`src/rtl/dmem_arbiter.sv`:
```
// Two-requester round-robin arbiter and fixed-latency sequencer for the data memory.
// Optional grant statistics counters are built when DMEM_ARB_STATS_EN is defined.
module dmem_arbiter #(
  parameter int ADDR_W      = 11,
  parameter int DATA_W      = 32,
  parameter int WAIT_CYCLES = 1
) (
  input  logic              clk,
  input  logic              rst,
`ifdef DMEM_ARB_STATS_EN
  output logic [15:0]       gnt_cnt0,
  output logic [15:0]       gnt_cnt1,
`endif
  input  logic              m0_req,
  input  logic              m0_we,
  input  logic [ADDR_W-1:0] m0_addr,
  input  logic [DATA_W-1:0] m0_wdata,
  output logic              m0_gnt,
  output logic              m0_done,
  input  logic              m1_req,
  input  logic              m1_we,
  input  logic [ADDR_W-1:0] m1_addr,
  input  logic [DATA_W-1:0] m1_wdata,
  output logic              m1_gnt,
  output logic              m1_done,
  output logic [DATA_W-1:0] rdata,
  output logic [ADDR_W-1:0] mem_addr,
  output logic [DATA_W-1:0] mem_wdata,
  output logic              mem_we,
  output logic              mem_re,
  input  logic [DATA_W-1:0] mem_rdata
);

  localparam logic [1:0] S_IDLE = 2'd0;
  localparam logic [1:0] S_BUSY = 2'd1;
  localparam logic [1:0] S_DONE = 2'd2;

  localparam logic [3:0] CNT_INIT = 4'(WAIT_CYCLES - 1);

  logic [1:0]        state_q, state_d;
  logic              owner_q, owner_d;
  logic              last_q, last_d;
  logic              we_q, we_d;
  logic [ADDR_W-1:0] addr_q, addr_d;
  logic [DATA_W-1:0] wdata_q, wdata_d;
  logic [DATA_W-1:0] rdata_q, rdata_d;
  logic [3:0]        cnt_q, cnt_d;

  logic busy, fin, own, pick;

  // Arbitration, command latch and access sequencing.
  always_comb begin
    state_d = state_q;
    owner_d = owner_q;
    last_d  = last_q;
    we_d    = we_q;
    addr_d  = addr_q;
    wdata_d = wdata_q;
    rdata_d = rdata_q;
    cnt_d   = cnt_q;
    // On a tie the requester that did not own the memory last wins.
    pick    = (m0_req && m1_req) ? ~last_q : m1_req;
    case (state_q)
      S_IDLE: begin
        if (m0_req || m1_req) begin
          owner_d = pick;
          we_d    = pick ? m1_we    : m0_we;
          addr_d  = pick ? m1_addr  : m0_addr;
          wdata_d = pick ? m1_wdata : m0_wdata;
          cnt_d   = CNT_INIT;
          state_d = S_BUSY;
        end
      end
      S_BUSY: begin
        if (cnt_q == 4'd0) begin
          if (!we_q) rdata_d = mem_rdata;
          state_d = S_DONE;
        end else begin
          cnt_d = cnt_q - 4'd1;
        end
      end
      S_DONE: begin
        last_d  = owner_q;
        state_d = S_IDLE;
      end
      default: state_d = S_IDLE;
    endcase
  end

  // State and command registers; reset aborts any transaction in flight.
  always_ff @(posedge clk or posedge rst) begin
    if (rst) begin
      state_q <= S_IDLE;
      owner_q <= 1'b0;
      last_q  <= 1'b1;
      we_q    <= 1'b0;
      addr_q  <= '0;
      wdata_q <= '0;
      rdata_q <= '0;
      cnt_q   <= 4'd0;
    end else begin
      state_q <= state_d;
      owner_q <= owner_d;
      last_q  <= last_d;
      we_q    <= we_d;
      addr_q  <= addr_d;
      wdata_q <= wdata_d;
      rdata_q <= rdata_d;
      cnt_q   <= cnt_d;
    end
  end

  // Outputs decode from state so reset clears them without waiting for a clock.
  always_comb begin
    busy      = (state_q == S_BUSY);
    fin       = (state_q == S_DONE);
    own       = busy | fin;
    m0_gnt    = own & ~owner_q;
    m1_gnt    = own & owner_q;
    m0_done   = fin & ~owner_q;
    m1_done   = fin & owner_q;
    // Counter still at its load value marks the first busy cycle.
    mem_we    = busy & we_q & (cnt_q == CNT_INIT);
    mem_re    = busy & ~we_q;
    mem_addr  = addr_q;
    mem_wdata = wdata_q;
    rdata     = rdata_q;
  end

`ifdef DMEM_ARB_STATS_EN
  logic [15:0] gnt_cnt0_q, gnt_cnt0_d;
  logic [15:0] gnt_cnt1_q, gnt_cnt1_d;

  // Saturating per-requester completion counters.
  always_comb begin
    gnt_cnt0_d = gnt_cnt0_q;
    gnt_cnt1_d = gnt_cnt1_q;
    if (m0_done && gnt_cnt0_q != 16'hFFFF) gnt_cnt0_d = gnt_cnt0_q + 16'd1;
    if (m1_done && gnt_cnt1_q != 16'hFFFF) gnt_cnt1_d = gnt_cnt1_q + 16'd1;
  end

  // Counter registers, cleared by reset.
  always_ff @(posedge clk or posedge rst) begin
    if (rst) begin
      gnt_cnt0_q <= 16'd0;
      gnt_cnt1_q <= 16'd0;
    end else begin
      gnt_cnt0_q <= gnt_cnt0_d;
      gnt_cnt1_q <= gnt_cnt1_d;
    end
  end

  assign gnt_cnt0 = gnt_cnt0_q;
  assign gnt_cnt1 = gnt_cnt1_q;
`endif

endmodule

```
`config.mk`:
```
export PLATFORM = sky130hd
export DESIGN_NAME = dmem_arbiter
export DESIGN_NICKNAME = d
export VERILOG_FILES = /design/src/rtl/dmem_arbiter.sv
export SDC_FILE = /design/constraint.sdc
export NUM_CORES = 1
export LEC_CHECK = 0
export ABC_AREA = 1
export ABC_CLOCK_PERIOD_IN_PS = 3360
export BUFFER_PORTS_ARGS = -buffer_cell sky130_fd_sc_hd__buf_2
export CAP_MARGIN = 20
export CELL_PAD_IN_SITES_DETAIL_PLACEMENT = 1
export CELL_PAD_IN_SITES_GLOBAL_PLACEMENT = 1
export CORE_MARGIN = 4
export CORE_UTILIZATION = 32
export CTS_CLUSTER_DIAMETER = 80
export DETAILED_ROUTE_END_ITERATION = 12
export HOLD_SLACK_MARGIN = 0.03
export PLACE_DENSITY = 0.78
export RECOVER_POWER = 50
export SLEW_MARGIN = 5
export SYNTH_ARGS = -nofsm -noshare
export SYNTH_HDL_FRONTEND = slang
export SYNTH_SLANG_ARGS = --single-unit
```
`constraint.sdc`:
```
create_clock -name clk -period 3.36 [get_ports clk]
set_clock_uncertainty 0.15 [all_clocks]
set_input_delay 0.168 -clock clk [delete_from_list [all_inputs] [get_ports clk]]
set_output_delay 0.168 -clock clk [all_outputs]
set_load 0.01 [all_outputs]
```
After elaboration in Yosys (flattened, before gate mapping)
Index checks and enable logic that the tools add are counted.
{"block": "word_totals", "n_memories": 0, "word_cells": 44, "mem_bits_ro": 0, "input_bits": 124, "register_bits": 84, "latchBits": 0, "out_inout_bits": 81, "mem_bits_rw": 0}
{"block": "classes", "eq_ne": 5, "n_mux": 10, "addsub": 1, "magnitude_cmp": 0, "multipliers": 0, "div": 0, "shift": 0, "n_bitwise": 11, "n_reduce_logical": 9}
{"cell": "$mux W32", "n": 1}
{"cell": "$mux W11", "n": 1}
{"cell": "$mux W4", "n": 2}
{"cell": "$pmux W4 S2", "n": 1}
{"cell": "$and A1 B1 Y1", "n": 7}
{"cell": "$reduce_and A3 Y1", "n": 2}
{"cell": "$logic_not A4 Y1", "n": 1}
{"cell": "$mux W2", "n": 2}
{"cell": "$ne A2 B2 Y1 const B", "n": 2}
{"cell": "$pmux W2 S2", "n": 1}
{"cell": "$reduce_and A2 Y1", "n": 2}
{"cell": "$sub A4 B1 Y4 const B", "n": 1}
{"cell": "$not A1 Y1", "n": 3}
{"cell": "$eq A2 B1 Y1 const B", "n": 1}
{"cell": "$eq A2 B2 Y1 const B", "n": 1}
{"cell": "$logic_not A2 Y1", "n": 1}
{"cell": "$mux W1", "n": 2}
{"cell": "$ne A2 B1 Y1 const B", "n": 1}
{"cell": "$reduce_bool A2 Y1", "n": 1}
{"cell": "$logic_and A1 B1 Y1", "n": 1}
{"cell": "$logic_or A1 B1 Y1", "n": 1}
{"cell": "$or A1 B1 Y1", "n": 1}

Longest topological paths before layout
Gate-level depths: netlist of run 1.
{"block": "depth", "depth_word": 3, "depth_mapped": 8, "mapped_depth_nobuf": 8}

Worst setup path before layout of run 1
No wires, ideal clock.
{"block": "synth_path", "path_type": "register to register", "from": "register state_q[1]", "to": "register rdata_q[20], in the netlist rdata[20]", "path_stages_with_launch": 7, "path_slack_ps": 1888, "setup_ps": 123, "t_arrival_ps": 1199, "path_buffers": 1, "cell_sequence": "dfrtp_1 > inv_1 > ha_1 > nand3_4 > clkbuf_2 > o21ai_0 > nand2_1"}
{"block": "synth_between", "elab_chain_len": 2}
{"element": "from (decl)", "line": "40", "text": "logic [1:0] state_q, state_d;"}
{"element": "from (signal assigned)", "line": "102", "text": "state_q <= state_d;"}
{"element": "$eq A2 B1 Y1", "line": "63", "text": "case (state_q)"}
{"element": "$reduce_and A3 Y1 (no source line)"}
{"element": "to (signal assigned)", "line": "108", "text": "rdata_q <= rdata_d;"}
{"element": "to (decl)", "line": "46", "text": "logic [DATA_W-1:0] rdata_q, rdata_d;"}
No other way between the ends.
A chain may end at the register's enable or synchronous reset.

Worst setup path in the final report of run 1
{"block": "layout_path", "from": "register state_q[0]", "to": "register wdata_q[16], in the netlist mem_wdata[16]"}
{"block": "layout_between", "elab_chain_len": 2}
{"element": "$logic_not A2 Y1", "line": "63"}
{"element": "$reduce_and A2 Y1 (no source line)"}
{"element": "to (signal assigned)", "line": "107", "text": "wdata_q <= wdata_d;"}
{"element": "to (decl)", "line": "45", "text": "logic [DATA_W-1:0] wdata_q, wdata_d;"}
No other way between the ends.

==> results of run 1 <==
[worst max-delay path: cells and delay by family, from the launching register on]
| family | cells | cell delay (ps) |
|---|---|---|
| flops | 1 | 400 |
| buf+inv | 4 | 1540 |
| fa+ha+maj | 1 | 260 |
| compound gates | 2 | 410 |
| simple gates | 1 | 70 |
[where the power goes]
group | total [mW] | switching (mW) | leakage (nW) | internal (mW)
clock network | 0.945 | 0.403 | 0.136 | 0.542
registers | 1.86 | 0.359 | 1.03 | 1.50
logic | 2.33 | 1.46 | 2.16 | 0.868
[cell families after synthesis]
| logic type | Yosys count | synth area share, % |
|---|---|---|
| fa+ha+maj | 4 | 1.25 |
| xor+xnor | 1 | 0.219 |
| buf+inv | 86 | 9.52 |
| simple gates | 238 | 23.5 |
| compound gates | 80 | 12.9 |
| flops | 84 | 52.7 |
[layout by cell type, fill, tap and decap left out]
cell type | synthesis | routed
nand3_1 | 4 | 4
xor2_1 | 1 | 1
clkbuf_1 | 4 | 78
inv_1 | 57 | 56
clkinv_4 | 0 | 1
nand2_1 | 223 | 223
dlygate4sd3_1 | 0 | 111
diode_2 | 0 | 1
clkinvlp_2 | 0 | 1
inv_2 | 1 | 1
buf_12 | 0 | 1
dfrtp_1 | 83 | 83
o21ai_1 | 3 | 3
buf_4 | 1 | 4
o211ai_1 | 44 | 44
clkbuf_8 | 0 | 2
dfstp_2 | 1 | 1
clkinv_2 | 0 | 1
nand2_2 | 1 | 1
nand3_4 | 1 | 1
clkinvlp_4 | 0 | 1
o21ai_4 | 0 | 1
ha_1 | 4 | 4
o21ai_0 | 32 | 32
nand3b_1 | 1 | 1
buf_2 | 15 | 129
nor2_2 | 1 | 1
nor2_8 | 1 | 1
clkbuf_16 | 0 | 9
nor2_1 | 6 | 6
[layer usage]
metal	part of all wire (%)	global-route usage, %	up-vias
met5	0	0	-
met1	40	27.7	2254
met3	7.6	5.98	32
met4	2.7	9.81	0
li1	-	-	2157
met2	50	42.4	208
[per-stage QoR]
step / utilization, % / setup slack, ps
3_5_place_dp: 42.3 / 1030
4_1_cts: 53.8 / 516
3_3_place_gp: 42.2 / 757
5_1_grt: 53.1 / 188
2_1_floorplan: - / 879
6_report: 53.1 / 444
[what timing repair did]
action                                  in CTS  in global routing
endpoints found under the setup margin       0                  0
hold buffers                               111                  0
hold endpoints to repair                    91                  0
[layout make-up]
cell class / count / area share, %
multi-input cells: 323 / 23.6
flip-flops and latches: 84 / 32.7
repair buffers: 321 / 32.6
inverters: 58 / 3.41
diodes: 1 / 0.0389
clock buffers: 13 / 4.05
well taps: 168 / 3.27
clock inverters: 3 / 0.331
[final timing paths]
| check | startpoint | end | slack (ps) | cells after the start |
|---|---|---|---|---|
| worst max register to register | state_q[0] | mem_wdata[16] | 440 | 8 |
| max in group asynchronous | rst | rdata[25] | 710 | 4 |
| worst min-delay path | m0_wdata[3] | mem_wdata[3] | 30 | 5 |
| worst min register to register | last_q | last_q | 330 | 2 |
| worst max-delay path | state_q[0] | mem_wdata[16] | 440 | 8 |
| min in group asynchronous | rst | cnt_q[0] | 320 | 3 |
[state kept, by name, summed over array words and instances, names as in the netlist]
signal and cells:
mem_wdata 32, rdata 32, mem_addr 11, cnt_q 4, state_q 2, last_q 1, owner_q 1, we_q 1
==> impl_metrics.env, run 1 <==
export IMPL_finalPower_mw=5.14
export IMPL_yosysTopAreaCell="dfrtp_1"
export IMPL_grt_use_total_pct=24.0
export IMPL_vdd_drop_max_uv=278
export IMPL_tightest_slew_ps=1750
export IMPL_grt_setup_unrepaired="false"
export IMPL_min_period_ps=2920
export IMPL_synth_distinct_cells=23
export IMPL_synth_seq_cells=84
export IMPL_hold_violations=0
export IMPL_min_period_over_period_pct=86.8
export IMPL_regArea_um2=2100
export IMPL_port_buffers=204
export IMPL_dieHeight_um=120
export IMPL_vias=4651
export IMPL_ctsResizeCount=0
export IMPL_antenna_found_initial=1
export IMPL_worstPathArrival_ps=3050
export IMPL_start_kind="flip-flop"
export IMPL_instances_no_fill=971
export IMPL_drt_iter0_drc=247
export IMPL_routed_wl_um=16900
export IMPL_areaGrowthSynthToFinish_pct=60.9
export IMPL_synth_common_cells="nand2_1 (223), dfrtp_1 (83), inv_1 (57)"
export IMPL_cts_made_buffers=9
export IMPL_ys_async_sr_fraction_pct=100
export IMPL_die_area_um2=14300
export IMPL_post_cts_buffers=0
export IMPL_syn_num_nets=621
export IMPL_nets=925
export IMPL_place_inst=843
export IMPL_relSlewSlack_pct=-16.9
export IMPL_holdWs_ps=31.3
export IMPL_path_cells="inv_1, ha_1, o21ai_4, buf_12, inv_2, o211ai_1, dlygate4sd3_1, nand2_1"
export IMPL_dpl_hpwl_um=9600
export IMPL_cts_tree="built"
export IMPL_firstDrtPassIters=4
export IMPL_overflow=0
export IMPL_place_congestion=0.782
export IMPL_yosys_top_cells_area="dfrtp_1 (52%), nand2_1 (21%), o211ai_1 (8.3%)"
export IMPL_cpPeakStageDelay_ps=640
export IMPL_postPlaceCellArea_um2=5130
export IMPL_syn_avg_cell_area_um2=8.10
export IMPL_yosysSeqAreaShare_pct=52.7
export IMPL_stdcell_area_um2=6430
export IMPL_clockBufferDepth=2
export IMPL_fmax_mhz=343
export IMPL_hold_path_class="in2reg"
export IMPL_drc_errors=0
export IMPL_status="complete, but fails checks"
export IMPL_synth_edf_count=0
export IMPL_clock_sinks=84
export IMPL_path_max_fanout=44
export IMPL_syn_inst=493
export IMPL_io_pins=205
export IMPL_insertion_delay_ps=340
export IMPL_maxCapViolations=1
export IMPL_core_region_area_um2=12100
export IMPL_slew_viol_final=34
export IMPL_crit_slowest_cell="dlygate4sd3_1"
export IMPL_clockRootBuffer="clkbuf_16"
export IMPL_cts_clk_slew_worst_paths_ps=60
export IMPL_htreeDepth=3
export IMPL_cp_required_ps=3490
export IMPL_fin_setup_tns_ps=0
export IMPL_crit_type="reg2reg"
export IMPL_multiInputGateArea_um2=1520
export IMPL_grt_max_degree=45
export IMPL_yosys_warnings=0
export IMPL_power_leakage_nw=3.32
export IMPL_synth_ff_type="dfrtp_1"
export IMPL_die_w_um=120
export IMPL_std_cell_rows=40
export IMPL_wl_per_cell_um=17.4
export IMPL_setup_violations=0
export IMPL_crit_path_end_kind="flip-flop"
export IMPL_initial_core_util_pct=33.0
export IMPL_antenna_left=0
export IMPL_yosysTopAreaCellShare_pct=52.0
export IMPL_yosysMostFrequentCell="nand2_1"
export IMPL_drive_gt1_share_pct=19.5
export IMPL_grt_pass1_vias=5279
export IMPL_power_density_nw_per_um2=800
export IMPL_syn_cell_area_um2=3990
export IMPL_violations="max-capacitance violations, max-slew violations"
export IMPL_fillers=1519
export IMPL_grt_pass1_wl_um=27300
export IMPL_avgViaCountPerCell=4.79
(Power assumes the default switching activity.)
==> run 2, diff against run 1 <==
Settings changed: BUFFER_PORTS_ARGS -buffer_cell sky130_fd_sc_hd__buf_2 to -buffer_cell sky130_fd_sc_hd__buf_4, CELL_PAD_IN_SITES_DETAIL_PLACEMENT 1 to 2, CELL_PAD_IN_SITES_GLOBAL_PLACEMENT 1 to 2, CORE_UTILIZATION 32 to 25, CTS_BUF_LIST set to sky130_fd_sc_hd__clkbuf_2 sky130_fd_sc_hd__clkbuf_4 sky130_fd_sc_hd__clkbuf_8, PLACE_DENSITY 0.78 to 0.79.
==> run 2 against run 1 <==
The flow now finishes without violations. Via count increased by 0.73%. Largest power group unchanged. Utilization down 8.1 points. Die area rose by 26%. Sequential share of layout area shrank 2.4 points. Sequential power hardly changed. Non-clock buffer count increased by 10. Critical path depth shrank 1. Highest routed layer unchanged. Setup slack gained 210 ps. Global-route usage down 1.1 points.
==> impl_metrics.env, run 2 (same netlist as run 1, synthesis figures left out) <==
export IMPL_die_w_um=134
export IMPL_min_path_cells=6
export IMPL_antenna_left=0
export IMPL_diodes=0
export IMPL_areaGrowthSynthToFinish_pct=73.6
export IMPL_min_period_over_period_pct=80.6
export IMPL_maxCapViolations=0
export IMPL_vias=4685
export IMPL_cts_clk_slew_worst_paths_ps=80
export IMPL_ctsResizeCount=0
export IMPL_hold_path_class="in2reg"
export IMPL_path_max_fanout=53
export IMPL_antenna_found_initial=0
export IMPL_dieHeight_um=134
export IMPL_cts_made_buffers=9
export IMPL_layout_common_cells="nand2_1 (223), buf_4 (153), dlygate4sd3_1 (121)"
export IMPL_worstPathArrival_ps=2810
export IMPL_grt_use_total_pct=22.9
export IMPL_place_congestion=0.777
export IMPL_grt_pass1_wl_um=32000
export IMPL_port_buffers=204
export IMPL_cts_tree="built"
export IMPL_die_area_um2=18100
export IMPL_crit_path_end_kind="flip-flop"
export IMPL_avgViaCountPerCell=4.58
export IMPL_clockRootBuffer="clkbuf_8"
export IMPL_fin_setup_tns_ps=0
export IMPL_drive_gt1_share_pct=22.2
export IMPL_routed_wl_um=20500
export IMPL_relSlewSlack_pct=5.96
export IMPL_vdd_drop_max_uv=253
export IMPL_clock_sinks=84
export IMPL_grt_max_degree=59
export IMPL_postPlaceCellArea_um2=5690
export IMPL_slew_viol_final=0
export IMPL_grt_setup_unrepaired="false"
export IMPL_htreeDepth=3
export IMPL_crit_type="reg2reg"
export IMPL_drt_iter0_drc=215
export IMPL_std_cell_rows=45
export IMPL_wl_per_cell_um=20.0
export IMPL_finalPower_mw=5.37
export IMPL_overflow=0
export IMPL_io_pins=205
export IMPL_tightest_slew_ps=1400
export IMPL_drc_errors=0
export IMPL_core_region_area_um2=15400
export IMPL_clockBufferDepth=2
export IMPL_firstDrtPassIters=4
export IMPL_hold_violations=0
export IMPL_initial_core_util_pct=25.9
export IMPL_final_util_pct=44.9
export IMPL_grt_pass1_vias=5639
export IMPL_nets=935
export IMPL_status="finished, final reports clean"
export IMPL_setup_violations=0
export IMPL_dpl_hpwl_um=11400
export IMPL_insertion_delay_ps=360
export IMPL_min_period_ps=2710
export IMPL_cp_required_ps=3460
export IMPL_power_density_nw_per_um2=775
export IMPL_stdcell_area_um2=6930
export IMPL_pre_cts_slack_ps=1230
export IMPL_layout_setup_ws_ps=650
export IMPL_fmax_mhz=369
export IMPL_power_leakage_nw=3.52
export IMPL_rr_worst_depth=7
export IMPL_layout_commonest_cell="nand2_1"
export IMPL_start_kind="flip-flop"
[run 2: cell count changes in the layout (fill, tap and decap cells not counted)]
cell | before | now
clkbuf_1 | 78 | 54
clkinv_2 | 1 | 3
diode_2 | 1 | 0
clkbuf_8 | 2 | 10
dlygate4sd3_1 | 111 | 121
buf_12 | 1 | 2
buf_4 | 4 | 153
clkbuf_4 | 0 | 2
buf_2 | 129 | 0
clkbuf_16 | 9 | 0
bufinv_16 | 0 | 2
clkinvlp_4 | 1 | 0
clkinv_4 | 1 | 0
[run 2: worst paths after layout]
| check | from | to | slack, ps |
|---|---|---|---|
| max | last_q | mem_wdata[15] | 650 |
| min | m0_req | state_q[0] | 130 |
| max reg2reg | last_q | mem_wdata[15] | 650 |
| min reg2reg | last_q | last_q | 340 |
| max in group asynchronous | rst | mem_wdata[16] | 1250 |
| min in group asynchronous | rst | mem_wdata[2] | 510 |
[run 2: through the flow]
stage,instances,hold WS [ps]
after floorplan,493,135
after global placement,885,224
after detailed placement,885,230
after CTS,1022,111
after global routing,1023,151
final,1023,127
[run 2: per-layer routing]
layer  global-route usage, %  vias to the layer above  wire [um]
met1                    24.8                     2320       7920
met3                    6.68                       32       1390
met2                    42.3                      166      10700
met5                       0                        -          0
li1                        -                     2167          -
met4                    7.75                        0        464
[run 2: worst max-delay path, stage by stage, from the launching register on]
cell	delay, ps
dfstp_2	540
nand2_1	70
nand2_2	550
buf_12	320
nand2_1	110
o211ai_1	140
dlygate4sd3_1	610
nand2_1	70
[run 2: cell type report]
class,instances,area [um^2]
fillers,1761,8490
repair buffers,331,2610
flip-flops and latches,84,2100
multi-input cells,323,1520
well taps,211,264
inverters,58,219
clock buffers,11,145
clock inverters,5,75.1
[run 2: report_power, final]
group	total [mW]	switching (mW)	leakage, nW	internal [mW]
clock	0.846	0.402	0.116	0.445
sequential	1.86	0.354	1.03	1.50
combinational	2.67	1.60	2.38	1.07
total	5.37	2.36	3.52	3.01
[run 2: what timing repair did]
item	CTS	global route
hold buffers	121	0
setup buffers	0	0
hold endpoints to repair	132	0
